**src/rtl/tpx3_rx_arbiter_pkg.sv**
```systemverilog
// Shared definitions for the Timepix3 RX lane arbiter.
//   arb_state_t     : FSM state encoding (IDLE / BURST)
//   DEF_*           : default parameter values for the arbiter top
//   BURST_W         : width of the per-grant word counter (MAX_BURST <= 15)
//   lane_w_for()    : lane index width needed for a given lane count
package tpx3_rx_arbiter_pkg;

  localparam int DEF_NUM_LANES  = 8;
  localparam int DEF_DATA_WIDTH = 32;
  localparam int DEF_MAX_BURST  = 4;
  localparam int BURST_W        = 4;

  typedef enum logic {
    ST_IDLE  = 1'b0,
    ST_BURST = 1'b1
  } arb_state_t;

  function automatic int lane_w_for(input int n);
    return (n <= 1) ? 1 : $clog2(n);
  endfunction

  localparam int DEF_LANE_W = lane_w_for(DEF_NUM_LANES);

endpackage

```
**src/rtl/tpx3_rx_arbiter_rr_select.sv**
```systemverilog
// Combinational round-robin picker.
//   elig       : per-lane request mask
//   last_grant : lane granted most recently; it is searched last
//   valid      : at least one lane eligible
//   index      : first eligible lane after last_grant, wrapping
module tpx3_rr_select #(
  parameter int NUM_LANES = 8,
  parameter int LANE_W    = 3
) (
  input  logic [NUM_LANES-1:0] elig,
  input  logic [LANE_W-1:0]    last_grant,
  output logic                 valid,
  output logic [LANE_W-1:0]    index
);

  // Walk the candidates from farthest to nearest so the nearest hit is the
  // last one assigned; avoids a break and keeps the loop purely combinational.
  always_comb begin
    logic [LANE_W-1:0] cand;
    valid = 1'b0;
    index = '0;
    cand  = '0;
    for (int k = NUM_LANES; k >= 1; k--) begin
      cand = LANE_W'((int'(last_grant) + k) % NUM_LANES);
      if (elig[cand]) begin
        valid = 1'b1;
        index = cand;
      end
    end
  end

endmodule

```
**src/rtl/tpx3_rx_arbiter.sv**
```systemverilog
// Round-robin arbiter sharing one readout FIFO write port between the
// Timepix3 RX lane FIFOs (first-word-fall-through).
//   clk, rst_n    : clock, asynchronous active-low reset
//   lane_enable   : software per-lane enable mask
//   rx_ready      : per-lane decoder-locked flag
//   lane_valid    : lane FIFO not empty
//   lane_data     : lane heads, lane i at [i*DATA_WIDTH +: DATA_WIDTH]
//   lane_read     : one-hot pop strobe to the lane FIFOs
//   fifo_full     : output FIFO almost-full (>= 2 free entries when set)
//   fifo_write    : write strobe to output FIFO (one cycle after the pop)
//   fifo_data     : forwarded word
//   fifo_lane     : source lane of fifo_data
//   busy          : high while a burst is granted
//   clear_cnt     : synchronous clear of word_cnt (wins over increment)
//   word_cnt      : forwarded-word counter, wraps modulo 2**32
//
// state    | meaning
// ---------+---------------------------------------------------------
// ST_IDLE  | arbitration cycle; no pops; grant picks next lane
// ST_BURST | popping cur_lane, up to MAX_BURST words per grant
module tpx3_rx_arbiter
  import tpx3_rx_arbiter_pkg::*;
#(
  parameter int NUM_LANES  = DEF_NUM_LANES,
  parameter int DATA_WIDTH = DEF_DATA_WIDTH,
  parameter int MAX_BURST  = DEF_MAX_BURST,
  parameter int LANE_W     = DEF_LANE_W
) (
  input  logic                            clk,
  input  logic                            rst_n,
  input  logic [NUM_LANES-1:0]            lane_enable,
  input  logic [NUM_LANES-1:0]            rx_ready,
  input  logic [NUM_LANES-1:0]            lane_valid,
  input  logic [NUM_LANES*DATA_WIDTH-1:0] lane_data,
  output logic [NUM_LANES-1:0]            lane_read,
  input  logic                            fifo_full,
  output logic                            fifo_write,
  output logic [DATA_WIDTH-1:0]           fifo_data,
  output logic [LANE_W-1:0]               fifo_lane,
  output logic                            busy,
  input  logic                            clear_cnt,
  output logic [31:0]                     word_cnt
);

  localparam logic [BURST_W-1:0] BURST_LAST = BURST_W'(MAX_BURST);

  arb_state_t           state, next_state;
  logic [NUM_LANES-1:0] elig;
  logic                 sel_valid;
  logic [LANE_W-1:0]    sel_index;
  logic [LANE_W-1:0]    cur_lane;
  logic [LANE_W-1:0]    last_grant;
  logic [BURST_W-1:0]   burst_cnt;
  logic                 grant;
  logic                 pop;

  assign elig = lane_enable & rx_ready & lane_valid;
  assign busy = (state == ST_BURST);

  tpx3_rr_select #(
    .NUM_LANES (NUM_LANES),
    .LANE_W    (LANE_W)
  ) u_rr_select (
    .elig       (elig),
    .last_grant (last_grant),
    .valid      (sel_valid),
    .index      (sel_index)
  );

  // Pop is combinational on elig and fifo_full so a full flag or an enable
  // drop blocks the read in the very cycle it appears.
  always_comb begin
    next_state = state;
    grant      = 1'b0;
    pop        = 1'b0;
    lane_read  = '0;
    case (state)
      ST_IDLE: begin
        if (sel_valid && !fifo_full) begin
          grant      = 1'b1;
          next_state = ST_BURST;
        end
      end
      ST_BURST: begin
        pop = elig[cur_lane] && !fifo_full && (burst_cnt < BURST_LAST);
        lane_read[cur_lane] = pop;
        if ((pop && (burst_cnt + 1'b1 == BURST_LAST)) || !elig[cur_lane] || fifo_full)
          next_state = ST_IDLE;
      end
      default: next_state = ST_IDLE;
    endcase
  end

  always_ff @(posedge clk or negedge rst_n) begin
    if (!rst_n) begin
      state      <= ST_IDLE;
      cur_lane   <= '0;
      last_grant <= LANE_W'(NUM_LANES - 1);
      burst_cnt  <= '0;
    end else begin
      state <= next_state;
      if (grant) begin
        cur_lane   <= sel_index;
        last_grant <= sel_index;
        burst_cnt  <= '0;
      end else if (pop) begin
        burst_cnt <= burst_cnt + 1'b1;
      end
    end
  end

  // Registered write side; reset discards a write still in flight.
  always_ff @(posedge clk or negedge rst_n) begin
    if (!rst_n) begin
      fifo_write <= 1'b0;
      fifo_data  <= '0;
      fifo_lane  <= '0;
    end else begin
      fifo_write <= pop;
      if (pop) begin
        fifo_data <= lane_data[int'(cur_lane)*DATA_WIDTH +: DATA_WIDTH];
        fifo_lane <= cur_lane;
      end
    end
  end

  always_ff @(posedge clk or negedge rst_n) begin
    if (!rst_n) begin
      word_cnt <= '0;
    end else if (clear_cnt) begin
      word_cnt <= '0;
    end else if (fifo_write) begin
      word_cnt <= word_cnt + 32'd1;
    end
  end

endmodule
```
**config.mk**
```make
export PLATFORM = sky130hd
export DESIGN_NAME = tpx3_rx_arbiter
export DESIGN_NICKNAME = d
export VERILOG_FILES = /design/src/rtl/tpx3_rx_arbiter_pkg.sv /design/src/rtl/tpx3_rx_arbiter_rr_select.sv /design/src/rtl/tpx3_rx_arbiter.sv
export SDC_FILE = /design/constraint.sdc
export NUM_CORES = 1
export LEC_CHECK = 0
export ABC_CLOCK_PERIOD_IN_PS = 3300
export CORE_MARGIN = 2
export CORE_UTILIZATION = 25
export DETAILED_ROUTE_END_ITERATION = 8
export HOLD_SLACK_MARGIN = 0.03
export MAX_ROUTING_LAYER = met4
export PLACE_DENSITY_LB_ADDON = 0.3
export RECOVER_POWER = 25
export SLEW_MARGIN = 20
export SYNTH_ARGS = -nofsm -noshare
export SYNTH_HDL_FRONTEND = slang
export SYNTH_SLANG_ARGS = --single-unit
```
**constraint.sdc**
```tcl
create_clock -name clk -period 3.3 [get_ports clk]
set_input_delay 0.66 -clock clk [delete_from_list [all_inputs] [get_ports clk]]
set_output_delay 0.66 -clock clk [all_outputs]
set_load 0.005 [all_outputs]
```
==> results of run 1 <==
placed cells by master (no fill, tap or decap), types with 30 or more instances in the layout:
cell             instances
nand2_1                 30
a221oi_1                32
nor2_1                  40
a21o_1                  33
dfrtp_1                 76
a31oi_1                 32
clkdlybuf4s50_1        327
a22o_1                  32
a22oi_1                 64
buf_4                   72
worst max-delay path, cell delays in order:
cell and delay [ns]:
clkdlybuf4s50_1 0.43, nand2b_1 0.16, a21oi_2 0.13, o2111ai_2 0.14, or3_4 0.39, inv_8 0.09, buf_4 0.11, buf_4 0.10
and2_4 0.13, clkdlybuf4s15_2 0.19
layer usage:
| metal | share of wire [%] | wire length [um] | vias to the layer above |
|---|---|---|---|
| met5 | 0 | 0 | - |
| met4 | 2.2 | 639 | 0 |
| met3 | 9.2 | 2720 | 38 |
| met2 | 45 | 13500 | 344 |
| met1 | 43 | 12800 | 3524 |
| li1 | - | - | 3384 |
through the flow:
stage	total power, mW	cell area (um2)	TNS, ns	hold slack, ns
floorplan	3.71	5880	0	0.364
global placement	5.70	10200	-3.21	0.457
detailed placement	5.68	10200	-3.53	0.465
CTS	6.82	10600	0	0.321
global route	7.24	10600	0	0.487
finish	6.81	10600	0	0.476
cell type report:
| type | instances | area, um2 |
|---|---|---|
| flip-flops and latches | 79 | 1980 |
| clock inverters | 7 | 83.8 |
| inverters | 13 | 56.3 |
| diodes | 9 | 22.5 |
| repair buffers | 433 | 4130 |
| multi-input cells | 503 | 3720 |
| well taps | 319 | 399 |
| fillers | 2286 | 12600 |
| clock buffers | 9 | 225 |
report_power, final:
group          internal [mW]  switching [mW]  total, mW
registers               1.22           0.192       1.41
logic                   2.08            2.26       4.34
clock network          0.603           0.452       1.05
total                   3.91            2.90       6.81
flip-flops by register name, indices dropped and copies added, names as in the netlist:
name,flops
word_cnt,32
cur_lane,3
fifo_write,1
fifo_lane,3
fifo_data,32
burst_cnt,4
busy,1
last_grant,3
worst paths after layout:
kind / to / slack, ns / cells after the start
setup / recovery: lane_read[7] / 0.11 / 10
max in group asynchronous: fifo_data[21] / 0.52 / 2
setup reg to reg: cur_lane[1] / 0.24 / 9
hold / removal: fifo_lane[1] / 0.48 / 2
hold reg to reg: fifo_lane[1] / 0.48 / 2
min in group asynchronous: word_cnt[12] / 1.03 / 1
kinds of logic after synthesis:
kind of cell	count (synthesis)
fa+ha+maj	4
mux	27
flops	79
buf+inv	70
simple gates	159
compound gates	284
xor+xnor	29
repair_timing:
action / CTS / global route
pin swaps: 9 / 6
hold buffers: 0 / 0
setup buffers: 4 / 1
hold endpoints to repair: 0 / 0
setup endpoints to repair: 8 / 9
resized for setup: 50 / 11
==> run metrics, run 1 <==
Syn Area/Cell=9.00 um2; met3 GRT Util=7.24%; met1 usage=30.1%; residual DRC count=0; shortest period the worst path allows=3.19 ns; pwr dens=642 nW/um2; Post-synth ARST share=100%; vias per cell=5.31; I/O Pins=361; Peak supply drop=0.375 mV; RSZ-0062 raised after global routing=false; met2 Track Usage GR=36.1%; failing checks=capacitance limit, slew limit; Setup Skew=0.00834 ns; H-tree lvl count=3; Post-DRT Antenna Nets=0; main combinational cell family by area after synthesis=compound AO/OA/AOI/OAI gates; Fmax=313 MHz; CP Capture Type=output port; share of cells above drive strength 1=12.9%; Hold Fails Final Rpt=0; Cell Area, Synth=5870 um2; worst setup path class=input pin to output port; Synth Flop Type=dfrtp_1; Syn-to-layout area delta=80.8%; Slew @ Worst Pin=2.39 ns; Worst Slack Setup Final=0.107 ns; Final Max Tran Viols=43; syn nets=940; count of different cell masters after synthesis=61; largest net degree at the start of global routing=61; post-synth top area share=32.4%; Post-synth EDFFs=0; vias in the first global route=7040; top cells by count, synth=76 x dfrtp_1, 67 x a22oi_1, 48 x clkbuf_1; Post-DP HPWL=22.9 mm; CTS Buffer Depth=2; gr usage total=23.5%; Synth Area in Simple Gates=13.6%; CTS Buf Count=9; dpl ws=-0.485 ns; Arrival @ worst endpoint=2.53 ns; first-pass GRT wire length=42.5 mm; count leader, synth=dfrtp_1; post-synthesis sequential area ratio=33.7%; mux share of post-synthesis cell area=6.65%; Overflow after GRT=0; post-synthesis cell count=652; MaxCap Viol Count=1; CTS tree=yes; Rel. slew slack=-59.2%; via count=7290; Reg-to-Reg Start=last_grant[1]; status=complete, but fails checks; Leak Pwr=4.30 nW; 1st-iter DRT viols=433; Area contributors post-synth=dfrtp_1 32%, a22oi_1 8.6%, a221oi_1 4.8%; critical path launch point=fifo_full; Synth Area in Adders=0.853%; FP Rows=56; RePlAce Congestion=0.951; Clock Latency Late Sink=0.34 ns; Ys Warns=0; initial antenna violation count=9; xor and xnor area share after synthesis=4.46%; Min-Delay Path Class=flop to flop; total routed wirelength=29.6 mm; post-synthesis register bit count=79; Setup Viol. Count Final=0; Die ar.=24700 um2; hold path startpoint=fifo_lane[1]; Final Non-Filler Cells=1372; fin nets=1327; critical path data required time=2.64 ns; Die Width=157 um; core area=23300 um2; Finished Core Util=45.6%; area leader, netlist=dfrtp_1; CP Max Fanout=3; critical path startpoint category=input pin; DR pass1 iterations=5; final worst-path cycle share=96.8%; I/O Buffers=360; grt peak-use layer=met2; initial core utilization=25.2%; WL/cell=21.6 um; CTS clk-pin slew, worst paths=0.06 ns; Die Y=157 um; Placed Instances=1342; Root Driver=clkbuf_16; # clock sinks=79; compound-cell area share of the yosys netlist=36.0%
No activity file was read; power rests on OpenSTA's default activity.
==> run 2: changes to the inputs <==
--- a/config.mk
+++ b/config.mk
@@ -6,6 +6,7 @@
 export NUM_CORES = 1
 export LEC_CHECK = 0
 export ABC_CLOCK_PERIOD_IN_PS = 3300
+export CORE_ASPECT_RATIO = 1.4
 export CORE_MARGIN = 2
 export CORE_UTILIZATION = 25
 export DETAILED_ROUTE_END_ITERATION = 8
==> run 2 against run 1 <==
Against the previous run:
- the flow finishes with violations (DRC, capacitance limit, slew limit)
- hold slack worse by 0.0014 ns
- worst setup slack lost 0.031 ns
- core utilization shrank 0.091 points
- via count decreased by 0.21%
- power is 0.76% higher
- first-iteration DRC count is 12% higher
- die area about the same
- register-to-register slack lost 0.11 ns
- largest power group unchanged
- count of clock-buffer cells in the layout stayed put
- combinational power hardly changed
- sequential power about the same
- clock power rose by 6%
- critical path type unchanged
==> run metrics, run 2 (synthesis gave the netlist of run 1 again) <==
sum of negative setup slack=0 ns; CTS Buf Count=9; total routed wirelength=29.1 mm; Worst Hold Depth=1; RSZ-0062 raised after global routing=false; fin nets=1316; Slew @ Worst Pin=2.23 ns; worst setup path class=input pin to output port; pwr dens=652 nW/um2; core area=23100 um2; Leak Pwr=4.25 nW; Fmax=310 MHz; Clock Latency Late Sink=0.34 ns; hold-fix buffers at CTS=0; Post-DP HPWL=22.1 mm; CP Max Fanout=4; Setup Viol. Count Final=0; initial core utilization=25.4%; largest net degree at the start of global routing=69; Placed Instances=1318; Arrival @ worst endpoint=2.56 ns; shortest period the worst path allows=3.22 ns; CTS clk-pin slew, worst paths=0.06 ns; Final Max Tran Viols=40; Setup Skew=0.00740 ns; Reg-to-Reg Start=last_grant[1]; Rel. slew slack=-49.0%; Syn-to-layout area delta=79.4%; WL/cell=21.7 um; initial antenna violation count=2; H-tree lvl count=3; Final Non-Filler Cells=1340; status=complete, but fails checks; Power Total=6.86 mW; commonest non-fill, non-tap cells in the layout=326 x clkdlybuf4s50_1, 76 x dfrtp_1, 64 x a22oi_1; Peak supply drop=0.418 mV; RePlAce Congestion=0.921; gr usage total=23.4%; critical path startpoint category=input pin; share of cells above drive strength 1=12.5%; CP Capture Type=output port; I/O Buffers=360; CTS tree=yes; hold path startpoint=fifo_data[31]; FP Rows=66; Die Y=185 um; critical path launch point=lane_enable[7]; residual DRC count=3; Hold Fails Final Rpt=0; Register-to-Register Path Depth=9; critical path data required time=2.64 ns; Post-DRT Antenna Nets=0; vias in the first global route=7290; Largest regs=fifo_data x32, word_cnt x32, burst_cnt x4; Overflow after GRT=0; # clock sinks=79; MaxCap Viol Count=1; most common cell after layout, fill and taps aside=clkdlybuf4s50_1; first-pass GRT wire length=42.9 mm; CTS Buffer Depth=2; 1st-iter DRT viols=484; failing checks=DRC, capacitance limit, slew limit; worst hold slack=0.475 ns; final worst-path cycle share=97.7%; DR pass1 iterations=9; vias per cell=5.43; I/O Pins=361; Die Width=133 um; Min-Delay Path Class=flop to flop; via count=7275; Die ar.=24700 um2; Root Driver=clkbuf_16
-- run 2: cell types whose count changed in the layout (fill, tap and decap cells not counted), sizes merged, moves of 2 or more --
cell,previous run,this run
dlymetal6s2s,8,5
clkinv,0,2
buf,74,65
inv,18,16
clkdlybuf4s15,1,4
diode,9,1
-- run 2: layout make-up --
class	instances	area, um2
Antenna cell	1	2.50
Clock buffer	9	225
Clock inverter	7	103
Fill cell	2291	12600
Inverter	13	56.3
Multi-Input combinational cell	503	3740
Sequential cell	79	1980
Tap cell	306	383
Timing Repair Buffer	422	4040
-- run 2: per-stage QoR --
| stage | setup WS [ns] | instance area (um2) | util [%] |
|---|---|---|---|
| after floorplan | 0.0401 | 5880 | - |
| after global placement | -0.495 | 10100 | 43.7 |
| after detailed placement | -0.528 | 10100 | 43.7 |
| after CTS | 0.00394 | 10500 | 45.4 |
| after global routing | 0.00190 | 10500 | 45.5 |
| final | 0.0758 | 10500 | 45.5 |
-- run 2: path summary, 6_finish.rpt --
path | to | slack [ns]
setup / recovery | lane_read[6] | 0.08
hold / removal | fifo_data[31] | 0.47
setup reg to reg | cur_lane[1] | 0.13
hold reg to reg | fifo_data[31] | 0.47
max in group asynchronous | fifo_data[30] | 0.86
min in group asynchronous | fifo_data[23] | 0.98
-- run 2: per-layer routing --
layer  global-route usage, %  wire length (um)  share of wire, %  up-vias
li1                        -                 -                 -     3356
met1                    26.4             11300                39     3475
met2                    40.6             14800                51      371
met3                    4.35              1890               6.5       73
met4                    9.57              1190               4.1        0
met5                       -                 0                 0        -
-- run 2: worst max-delay path: stages --
cell and delay [ns]:
dlygate4sd2_1 0.21, and3_4 0.19, mux2i_2 0.07, a22oi_2 0.19
o2111ai_2 0.21, or3_4 0.47, buf_4 0.16, buf_4 0.14
nor3_1 0.12, buf_2 0.14
-- run 2: what timing repair did --
item / 4_1_cts / 5_1_grt
pin swaps: 10 / 5
setup buffers: 4 / 1
hold endpoints to repair: 0 / 0
resized for setup: 57 / 14
setup endpoints to repair: 8 / 7
-- run 2: report_power, final --
group	internal, mW	switching [mW]	leakage, nW
combinational	2.05	2.28	3.04
sequential	1.22	0.211	1.04
clock	0.674	0.433	0.162
total	3.94	2.92	4.25
==> run 3: changes to the inputs <==
--- a/config.mk
+++ b/config.mk
@@ -12,9 +12,10 @@
 export DETAILED_ROUTE_END_ITERATION = 8
 export HOLD_SLACK_MARGIN = 0.03
 export MAX_ROUTING_LAYER = met4
-export PLACE_DENSITY_LB_ADDON = 0.3
+export PLACE_DENSITY = 0.58
 export RECOVER_POWER = 25
-export SLEW_MARGIN = 20
+export SKIP_CTS_REPAIR_TIMING = 1
+export SLEW_MARGIN = 25
 export SYNTH_ARGS = -nofsm -noshare
 export SYNTH_HDL_FRONTEND = slang
 export SYNTH_SLANG_ARGS = --single-unit
==> run 3 against run 2 <==
Against the previous run:
- the flow now finishes without violations
- worst setup slack better by 0.011 ns
- sequential cell count unchanged
- final area is essentially flat
- count of clock-buffer cells in the layout is the same
- routed wire length grew 1.9%
- non-clock buffer count is 4 higher
- cell count rose by 0.30%
- critical path depth decreased by 1
- power shrank 0.62%
- combinational power rose by 2%
- register-to-register slack gained 0.11 ns
- critical endpoint is now lane_read[7]
- largest power group unchanged
==> run metrics, run 3 (synthesis gave the netlist of run 1 again) <==
status=completed; Slew @ Worst Pin=1.48 ns; commonest non-fill, non-tap cells in the layout=345 x clkdlybuf4s50_1, 76 x dfrtp_1, 64 x a22oi_1, 64 x buf_4, 40 x nor2_1; Min-Delay Path Class=flop to flop; first-pass GRT wire length=43.4 mm; Leak Pwr=4.26 nW; Final Max Tran Viols=0; Die Width=133 um; gr usage total=23.8%; final worst-path cycle share=97.4%; critical path data required time=2.64 ns; Clock Latency Late Sink=0.35 ns; residual DRC count=0; CTS Buf Count=9; Reg-to-Reg Start=last_grant[0]; critical path startpoint category=input pin; Placed Instances=1324; met3 GRT Util=5.80%; Rel. slew slack=1.41%; WL/cell=22.1 um; cell-internal power=3.85 mW; most common cell after layout, fill and taps aside=clkdlybuf4s50_1; core area=23100 um2; Overflow after GRT=0; Largest regs=fifo_data x32, word_cnt x32, burst_cnt x4; Post-DRT Antenna Nets=0; CP Max Fanout=5; share of cells above drive strength 1=12.7%; H-tree lvl count=3; Die Y=185 um; total routed wirelength=29.7 mm; CTS clk-pin slew, worst paths=0.07 ns; Final Non-Filler Cells=1344; via count=7299; vias per cell=5.43; Fmax=311 MHz; fin nets=1320; initial core utilization=25.4%; Peak supply drop=0.405 mV; RSZ-0062 raised after global routing=false; Arrival @ worst endpoint=2.55 ns; Seq pwr share=20.8%; MaxCap Viol Count=0; clock power share=14.5%; Syn-to-layout area delta=79.5%; Switch Pwr=2.97 mW; initial antenna violation count=1; met2 Track Usage GR=42.0%; critical path launch point=lane_valid[2]; Die ar.=24700 um2; # clock sinks=79; FP Rows=66; Net Sw Frac=43.5%; 1st-iter DRT viols=442; I/O Pins=361; Finished Core Util=45.6%; Setup Viol. Count Final=0; fillers=2287; I/O Buffers=360; DR pass1 iterations=5; Setup Skew=0.0114 ns; combinational power share=64.7%; RePlAce Congestion=0.943; worst setup path class=input pin to output port; shortest period the worst path allows=3.21 ns; sum of negative setup slack=0 ns; Placement Cell Area=10200 um2; grt peak-use layer=met2; Post-DP HPWL=22.6 mm; Root Driver=clkbuf_16; CTS tree=yes; CTS Buffer Depth=2; vias in the first global route=7307; CP Capture Type=output port; met1 usage=25.9%; Hold Fails Final Rpt=0; fin area=10500 um2; pwr dens=647 nW/um2; hold path startpoint=fifo_data[24]; largest net degree at the start of global routing=68
## run 3: cell count changes in the layout (fill, tap and decap cells not counted), sizes merged, moves of 2 or more
cell and change:
clkbuf +3, clkdlybuf4s50 +19, bufinv -2, buf +2
dlymetal6s2s +4, dlygate4sd2 -19, clkdlybuf4s15 -4
## run 3: worst paths after layout
kind / slack (ns) / cells past startpoint / endpoint
min in group asynchronous: 0.65 / 1 / fifo_data[23]
worst min register to register: 0.48 / 1 / fifo_data[24]
worst max register to register: 0.24 / 10 / cur_lane[1]
worst max-delay path: 0.09 / 9 / lane_read[7]
worst min-delay path: 0.48 / 1 / fifo_data[24]
max in group asynchronous: 0.71 / 2 / word_cnt[12]
## run 3: layout make-up
| type | count | area (um2) | area share [%] |
|---|---|---|---|
| repair buffers | 426 | 4090 | 38.8 |
| multi-input cells | 503 | 3730 | 35.4 |
| flip-flops and latches | 79 | 1980 | 18.8 |
| well taps | 306 | 383 | 3.63 |
| clock buffers | 9 | 225 | 2.14 |
| clock inverters | 7 | 62.6 | 0.594 |
| inverters | 13 | 56.3 | 0.535 |
| diodes | 1 | 2.50 | 0.0238 |
## run 3: metal layers
metal | routed length [um] | vias up | share of wire [%]
met5 | 0 | - | 0
met4 | 869 | 0 | 2.9
met3 | 2470 | 55 | 8.3
met2 | 15300 | 376 | 52
met1 | 11000 | 3498 | 37
li1 | - | 3370 | -
## run 3: metrics by stage
stage               power [mW]  setup WS, ns  hold WS, ns
floorplan                 3.71        0.0401        0.364
global placement          5.74        -0.426        0.457
detailed placement        5.73        -0.492        0.464
CTS                       6.75        -0.498        0.405
global route              7.24       0.00123        0.491
finish                    6.82        0.0871        0.475
## run 3: power by group through the flow
| stage | Combinational, mW | Clock, mW | Sequential [mW] |
|---|---|---|---|
| 3_5_place_dp | 4.29 | 0 | 1.44 |
| 2_1_floorplan | 2.32 | 0 | 1.39 |
| 3_3_place_gp | 4.31 | 0 | 1.43 |
| 4_1_cts | 4.31 | 1.03 | 1.42 |
| 5_1_grt | 4.72 | 1.07 | 1.45 |
| 6_report | 4.41 | 0.986 | 1.42 |
## run 3: critical path: stages
cell             delay, ns
clkdlybuf4s50_1       0.51
nand3_2               0.15
a22oi_2               0.20
o2111ai_2             0.15
or3_4                 0.45
inv_8                 0.10
buf_6                 0.10
and2_1                0.12
clkbuf_2              0.11
